$ cat config.mk
export PLATFORM = sky130hd
export DESIGN_NAME = lookahead_sub_pipe
export DESIGN_NICKNAME = d
export VERILOG_FILES = /design/src/rtl/lookahead_sub_pipe.sv
export SDC_FILE = /design/constraint.sdc
export NUM_CORES = 1
export LEC_CHECK = 0
export ABC_AREA = 1
export BUFFER_PORTS_ARGS = -buffer_cell sky130_fd_sc_hd__buf_4
export CELL_PAD_IN_SITES_DETAIL_PLACEMENT = 1
export CELL_PAD_IN_SITES_GLOBAL_PLACEMENT = 2
export CORE_ASPECT_RATIO = 1.75
export CORE_MARGIN = 4
export CORE_UTILIZATION = 31
export DETAILED_ROUTE_END_ITERATION = 12
export GPL_TIMING_DRIVEN = 0
export PLACE_DENSITY_LB_ADDON = 0.1
export SETUP_SLACK_MARGIN = 0.3
export SYNTH_ARGS = -nofsm -noshare
export SYNTH_HDL_FRONTEND = slang
export SYNTH_SLANG_ARGS = --single-unit
$ cat constraint.sdc
create_clock -name clk -period 2.96 [get_ports clk]
set_input_delay 0.74 -clock clk [delete_from_list [all_inputs] [get_ports clk]]
set_output_delay 0.74 -clock clk [all_outputs]
set_load 0.1 [all_outputs]
$ cat src/rtl/lookahead_sub_pipe.sv
// Two-stage pipelined subtractor: A - B - bin as A + ~B + ~bin with a lookahead carry per half.
// Define LA_SUB_OVF_EN to add a registered signed-overflow output.
module lookahead_sub_pipe #(
  parameter int SIZE = 8
) (
  input  logic            clk,
  input  logic            rst,
  input  logic            in_valid,
  output logic            in_ready,
  input  logic [SIZE-1:0] minuend,
  input  logic [SIZE-1:0] subtrahend,
  input  logic            borrow_in,
  output logic            out_valid,
  input  logic            out_ready,
  output logic [SIZE-1:0] diff,
  output logic            borrow_out
`ifdef LA_SUB_OVF_EN
  ,
  output logic            overflow
`endif
);

  localparam int H = SIZE / 2;

  // Generate/propagate adder for one half; returns {carry_out, sum}.
  function automatic logic [H:0] cla_add(input logic [H-1:0] a,
                                         input logic [H-1:0] b,
                                         input logic         cin);
    logic [H-1:0] g;
    logic [H-1:0] p;
    logic [H:0]   c;
    g    = a & b;
    p    = a ^ b;
    c[0] = cin;
    for (int i = 0; i < H; i++) c[i+1] = g[i] | (p[i] & c[i]);
    return {c[H], p ^ c[H-1:0]};
  endfunction

  logic         vld_p1_q, vld_p1_d;
  logic [H-1:0] lo_diff_p1_q, lo_diff_p1_d;
  logic         carry_p1_q, carry_p1_d;
  logic [H-1:0] a_hi_p1_q, a_hi_p1_d;
  logic [H-1:0] bn_hi_p1_q, bn_hi_p1_d;

  logic            vld_p2_q, vld_p2_d;
  logic [SIZE-1:0] diff_p2_q, diff_p2_d;
  logic            borrow_p2_q, borrow_p2_d;
`ifdef LA_SUB_OVF_EN
  logic            ovf_p2_q, ovf_p2_d;
  logic            a_msb, b_msb;
`endif

  logic         s2_load;
  logic         in_fire;
  logic [H:0]   lo_sum;
  logic [H:0]   hi_sum;

  always_comb begin
    s2_load  = vld_p1_q && (!vld_p2_q || out_ready);
    in_ready = !rst && (!vld_p1_q || s2_load);
    in_fire  = in_valid && in_ready;
  end

  // Stage 0 -> 1: lower half resolved, upper operands captured with B pre-inverted.
  always_comb begin
    lo_sum       = cla_add(minuend[H-1:0], ~subtrahend[H-1:0], ~borrow_in);
    vld_p1_d     = in_fire ? 1'b1 : (s2_load ? 1'b0 : vld_p1_q);
    lo_diff_p1_d = in_fire ? lo_sum[H-1:0] : lo_diff_p1_q;
    carry_p1_d   = in_fire ? lo_sum[H] : carry_p1_q;
    a_hi_p1_d    = in_fire ? minuend[SIZE-1:H] : a_hi_p1_q;
    bn_hi_p1_d   = in_fire ? ~subtrahend[SIZE-1:H] : bn_hi_p1_q;
  end

  // Stage 1 -> 2: upper half from the registered lower carry.
  always_comb begin
    hi_sum      = cla_add(a_hi_p1_q, bn_hi_p1_q, carry_p1_q);
    vld_p2_d    = s2_load ? 1'b1 : (out_ready ? 1'b0 : vld_p2_q);
    diff_p2_d   = s2_load ? {hi_sum[H-1:0], lo_diff_p1_q} : diff_p2_q;
    borrow_p2_d = s2_load ? ~hi_sum[H] : borrow_p2_q;
`ifdef LA_SUB_OVF_EN
    a_msb    = a_hi_p1_q[H-1];
    b_msb    = ~bn_hi_p1_q[H-1];
    ovf_p2_d = s2_load ? ((a_msb ^ b_msb) & (hi_sum[H-1] ^ a_msb)) : ovf_p2_q;
`endif
  end

  always_ff @(posedge clk) begin
    lo_diff_p1_q <= lo_diff_p1_d;
    carry_p1_q   <= carry_p1_d;
    a_hi_p1_q    <= a_hi_p1_d;
    bn_hi_p1_q   <= bn_hi_p1_d;
    if (rst) begin
      vld_p1_q    <= 1'b0;
      vld_p2_q    <= 1'b0;
      diff_p2_q   <= '0;
      borrow_p2_q <= 1'b0;
`ifdef LA_SUB_OVF_EN
      ovf_p2_q    <= 1'b0;
`endif
    end else begin
      vld_p1_q    <= vld_p1_d;
      vld_p2_q    <= vld_p2_d;
      diff_p2_q   <= diff_p2_d;
      borrow_p2_q <= borrow_p2_d;
`ifdef LA_SUB_OVF_EN
      ovf_p2_q    <= ovf_p2_d;
`endif
    end
  end

  assign out_valid  = vld_p2_q;
  assign diff       = diff_p2_q;
  assign borrow_out = borrow_p2_q;
`ifdef LA_SUB_OVF_EN
  assign overflow   = ovf_p2_q;
`endif

endmodule

Yosys cells after proc, flatten, opt, wreduce, memory -nomap -nowiden:

Index checks and enable logic that the tools add are counted.

* bits in writable memories: 0
* memories: 0
* bits in latches: 0
* input bits: 21
* register bits after elaboration: 24
* memory bits (read-only): 0
* output and inout port bits: 11

* shifts and indexed selects: 0
* eq/ne operators: 0
* bitwise logic cells: 26
* reductions and logical operators: 10
* muxes and demuxes: 4
* $lt $le $gt $ge: 0
* $mul: 0
* divide/modulo/power cells: 0
* $add $sub $neg: 0

Operators by type and width (count)
* $xor A4 B4 Y4: 4
* $and A1 B1 Y1: 8
* $and A4 B4 Y4: 2
* $not A4 Y4: 2
* $or A1 B1 Y1: 8
* $mux W1: 4
* $reduce_bool A2 Y1: 2
* $logic_and A1 B1 Y1: 3
* $logic_not A1 Y1: 3
* $logic_or A1 B1 Y1: 2
* $not A1 Y1: 2

Longest topological paths before layout:

* word-level depth: 10
* depth in mapped cells: 10

Least setup slack after synthesis:

OpenSTA, ideal clock, no wires.

* kind: input to register
* from: input port minuend[0]
* to: register lo_diff_p1_q[3], data pin
* setup time: 0.269 ns
* setup slack: 0.305 ns
* arrival time: 2.386 ns
* buffers on the path: 0
* stages: 6
* cell sequence: inv_1 fa_1 fa_1 fa_1 inv_1 fa_1

* word-level cells in the longest chain between the ends: 8
* elaborated cells on any way between the ends: 9
* classes of those cells: bitwise (9)

RTL lines
* start, declared: RTL line 10 `input logic [SIZE-1:0] minuend,`
* $xor A4 B4 Y4: RTL line 33 `p = a ^ b;`
* $and A1 B1 Y1: RTL line 35 `for (int i = 0; i < H; i++) c[i+1] = g[i] | (p[i] & c[i]);`
* $or A1 B1 Y1 (*): RTL line 35
* $and A1 B1 Y1 (*): RTL line 35
* $or A1 B1 Y1 (*): RTL line 35
* $and A1 B1 Y1 (*): RTL line 35
* $or A1 B1 Y1 (*): RTL line 35
* $xor A4 B4 Y4 (*): RTL line 36 `return {c[H], p ^ c[H-1:0]};`
* via lo_sum[3]: RTL line 55 `logic [H:0] lo_sum;`
* end signal, assigned: RTL line 88 `lo_diff_p1_q <= lo_diff_p1_d;`
* end, declared: RTL line 40 `logic [H-1:0] lo_diff_p1_q, lo_diff_p1_d;`

The timed path passes the listed nets; every way through them passes the cells marked *.
A chain may end at the register's enable or synchronous reset.

Final worst setup path:

Ends and elaborated chain as after synthesis.

==> metrics <==
Worst Hold Endpoint=diff[4]; synthesis warning total=0; CTS tree=built; RR Endpoint=diff[7]; Post-CTS Setup Bufs=0; reg2reg path depth=10; placed cell areas=1420 um^2; Rows=28; total net switching power=239 uW; Avg Cell Area, Syn=10.8 um^2; Mapped Area=1130 um^2; Die Y=around 88 um; crit path from=minuend[0]; vias per inst=4.25; final setup fails=0; Clock power frac=25.1%; combinational share of power=about 25%; prevailing post-synth register cell=edfxtp_1; clock root cell=clkbuf_8; Seq/Total Area, Yosys=54.0%; Initial Utilization=32.9%; CP Class=in2reg; Worst Hold Class=reg2reg; Initial DRT Pass Iterations=2; PwrDens=524 nW/um^2; dominant cell type by area after synthesis=edfxtp_1; ANT cells=0; per-cell routed wire length=~11 um; R2R Path Start=carry_p1_q; RePlAce Congestion=about 0.70; Leakage=between 0.0006 and 0.0007 uW; Post-Route WL=1990 um; Synth area leaders=edfxtp_1 35%, dfxtp_1 19%, fa_1 14%; area share of the largest cell type after synthesis=between 30% and 40%; vias in the first global route=847; Cells after Synth=approximately 110; Synth Register Bits=24; initial antenna violation count=0; top-count cell post-synth=inv_1; die width=53.7 um; Vias=786; CTS Buf Count=3; Synth Net Count=between 100 and 150; RSZ-0062 raised after global routing=no; switching part of the total=a little under a third; initial DRC count=2; Die Footprint=4720 um^2; share of cells above drive strength 1=34.3%; CTS H-tree lvls=1; first-pass GRT wire length=between 3000 and 4000 um; DRT antenna net count=0; Final Max Tran Viols=0; hpwl dp=1730 um; fmax=392 MHz; Register-to-Register Setup Slack=approximately 0.69 ns; Tmin final=2.55 ns; crit path max fanout=1; Worst-Margin Slew=1.02 ns; clock sink count=24; internal cell power=529 uW; maxcap violations=0; Nets=170; # port buffers=31; fin area=1470 um^2; Post-synth EDFFs=13; hold path start=diff[4]; Tot GR Track Use=10.2%; ys async rst share=0%; grt total ovfl=0; post-cts sizing count=0; Tcrit/Tclk final=86.2%; final routed DRC violation total=0; Final Hold Viols=0; largest net degree at the start of global routing=14; setup tns final=0 ns; WP data arrival=2.56 ns; clock buffer depth=2; critical path launch point type=input pin; # IOs=32; worst clock skew=0.00125 ns; Area growth syn-to-layout=29.5%; synth unique cells=14; CTS clock-pin slew for the worst setup and hold paths=0.08 ns; Worst Setup End Kind=register; Synth top cells by count=26 x inv_1, 13 x edfxtp_1, 11 x dfxtp_1; core area=3430 um^2; Hold Path Stages=2; max_slew headroom=a little under a third; Clk Latency, worst-skew pair=between 0.2 and 0.3 ns; Reg power frac=50.3%; hold buffer count at cts=0; VDD IR-drop max=between 0.2 and 0.25 mV; status=complete, no violations; CP required=2.97 ns
## worst max path at each step
stage / to / slack (ns)
finish: lo_diff_p1_q[3] / 0.41
detailed placement: lo_diff_p1_q[3] / 0.10
global placement: lo_diff_p1_q[3] / 0.16
floorplan: lo_diff_p1_q[3] / 0.30
global route: lo_diff_p1_q[3] / 0.33
CTS: lo_diff_p1_q[3] / 0.40
## per-stage QoR
step                      power [uW]  utilization (%)  instances  hold slack, ns  worst slack [ns]
after global placement           580             41.4        181           0.470             0.156
after floorplan                  531                -        105           0.531             0.305
after global routing             811             42.7        185           0.518             0.330
after detailed placement         589             41.4        181           0.480             0.102
final                            768             42.7        185           0.492             0.408
after CTS                        783             42.7        185           0.498             0.404
## registers in the layout (all words and copies together) (netlist names)
register / cells
diff: 8
a_hi_p1_q: 4
vld_p1_q: 1
borrow_out: 1
bn_hi_p1_q: 4
out_valid: 1
carry_p1_q: 1
lo_diff_p1_q: 4
## power groups by stage
stage               logic (uW)  clock network, uW  registers, uW
floorplan                 66.3                  0            465
global placement           187                  0            393
detailed placement         194                  0            395
CTS                        194                202            387
global route               208                214            389
finish                     189                192            386
## metal layers
metal | up-vias | GRT usage (%) | part of all wire [%]
met5 | - | 0 | 0
met4 | 0 | 6.28 | 2.2
met3 | 4 | 1.53 | 6.4
met2 | 23 | 20.5 | 58
met1 | 369 | 8.34 | 33
li1 | 390 | - | -
## layout by cell type, fill, tap and decap left out
cell / n
a21oi_1: 2
a21oi_2: 9
buf_4: 33
buf_8: 1
clkbuf_8: 3
clkinv_1: 2
dfxtp_1: 11
edfxtp_1: 13
fa_1: 8
inv_1: 26
inv_2: 1
nand2_1: 10
nand2_4: 1
nand3_1: 10
nor2_1: 10
## cell families after synthesis
logic type / synth area share, %
simple gates: 12.1
compound gates: 7.85
fa+ha+maj: 14.2
buf+inv: 11.9
flops: 54.0
## critical path, stage by stage
cell,delay [ns]
buf_4,0.08
inv_1,0.04
fa_1,0.45
fa_1,0.41
fa_1,0.38
inv_1,0.07
fa_1,0.40
## cell type report
cell class | count | area (um^2)
Buffer | 3 | 30.0
Tap cell | 45 | 56.3
Fill cell | 432 | 1970
Clock inverter | 1 | 3.75
Inverter | 28 | 105
Multi-Input combinational cell | 50 | 385
Clock buffer | 3 | 41.3
Timing Repair Buffer | 31 | 233
Sequential cell | 24 | 611
No activity file was read; power rests on OpenSTA's default activity.
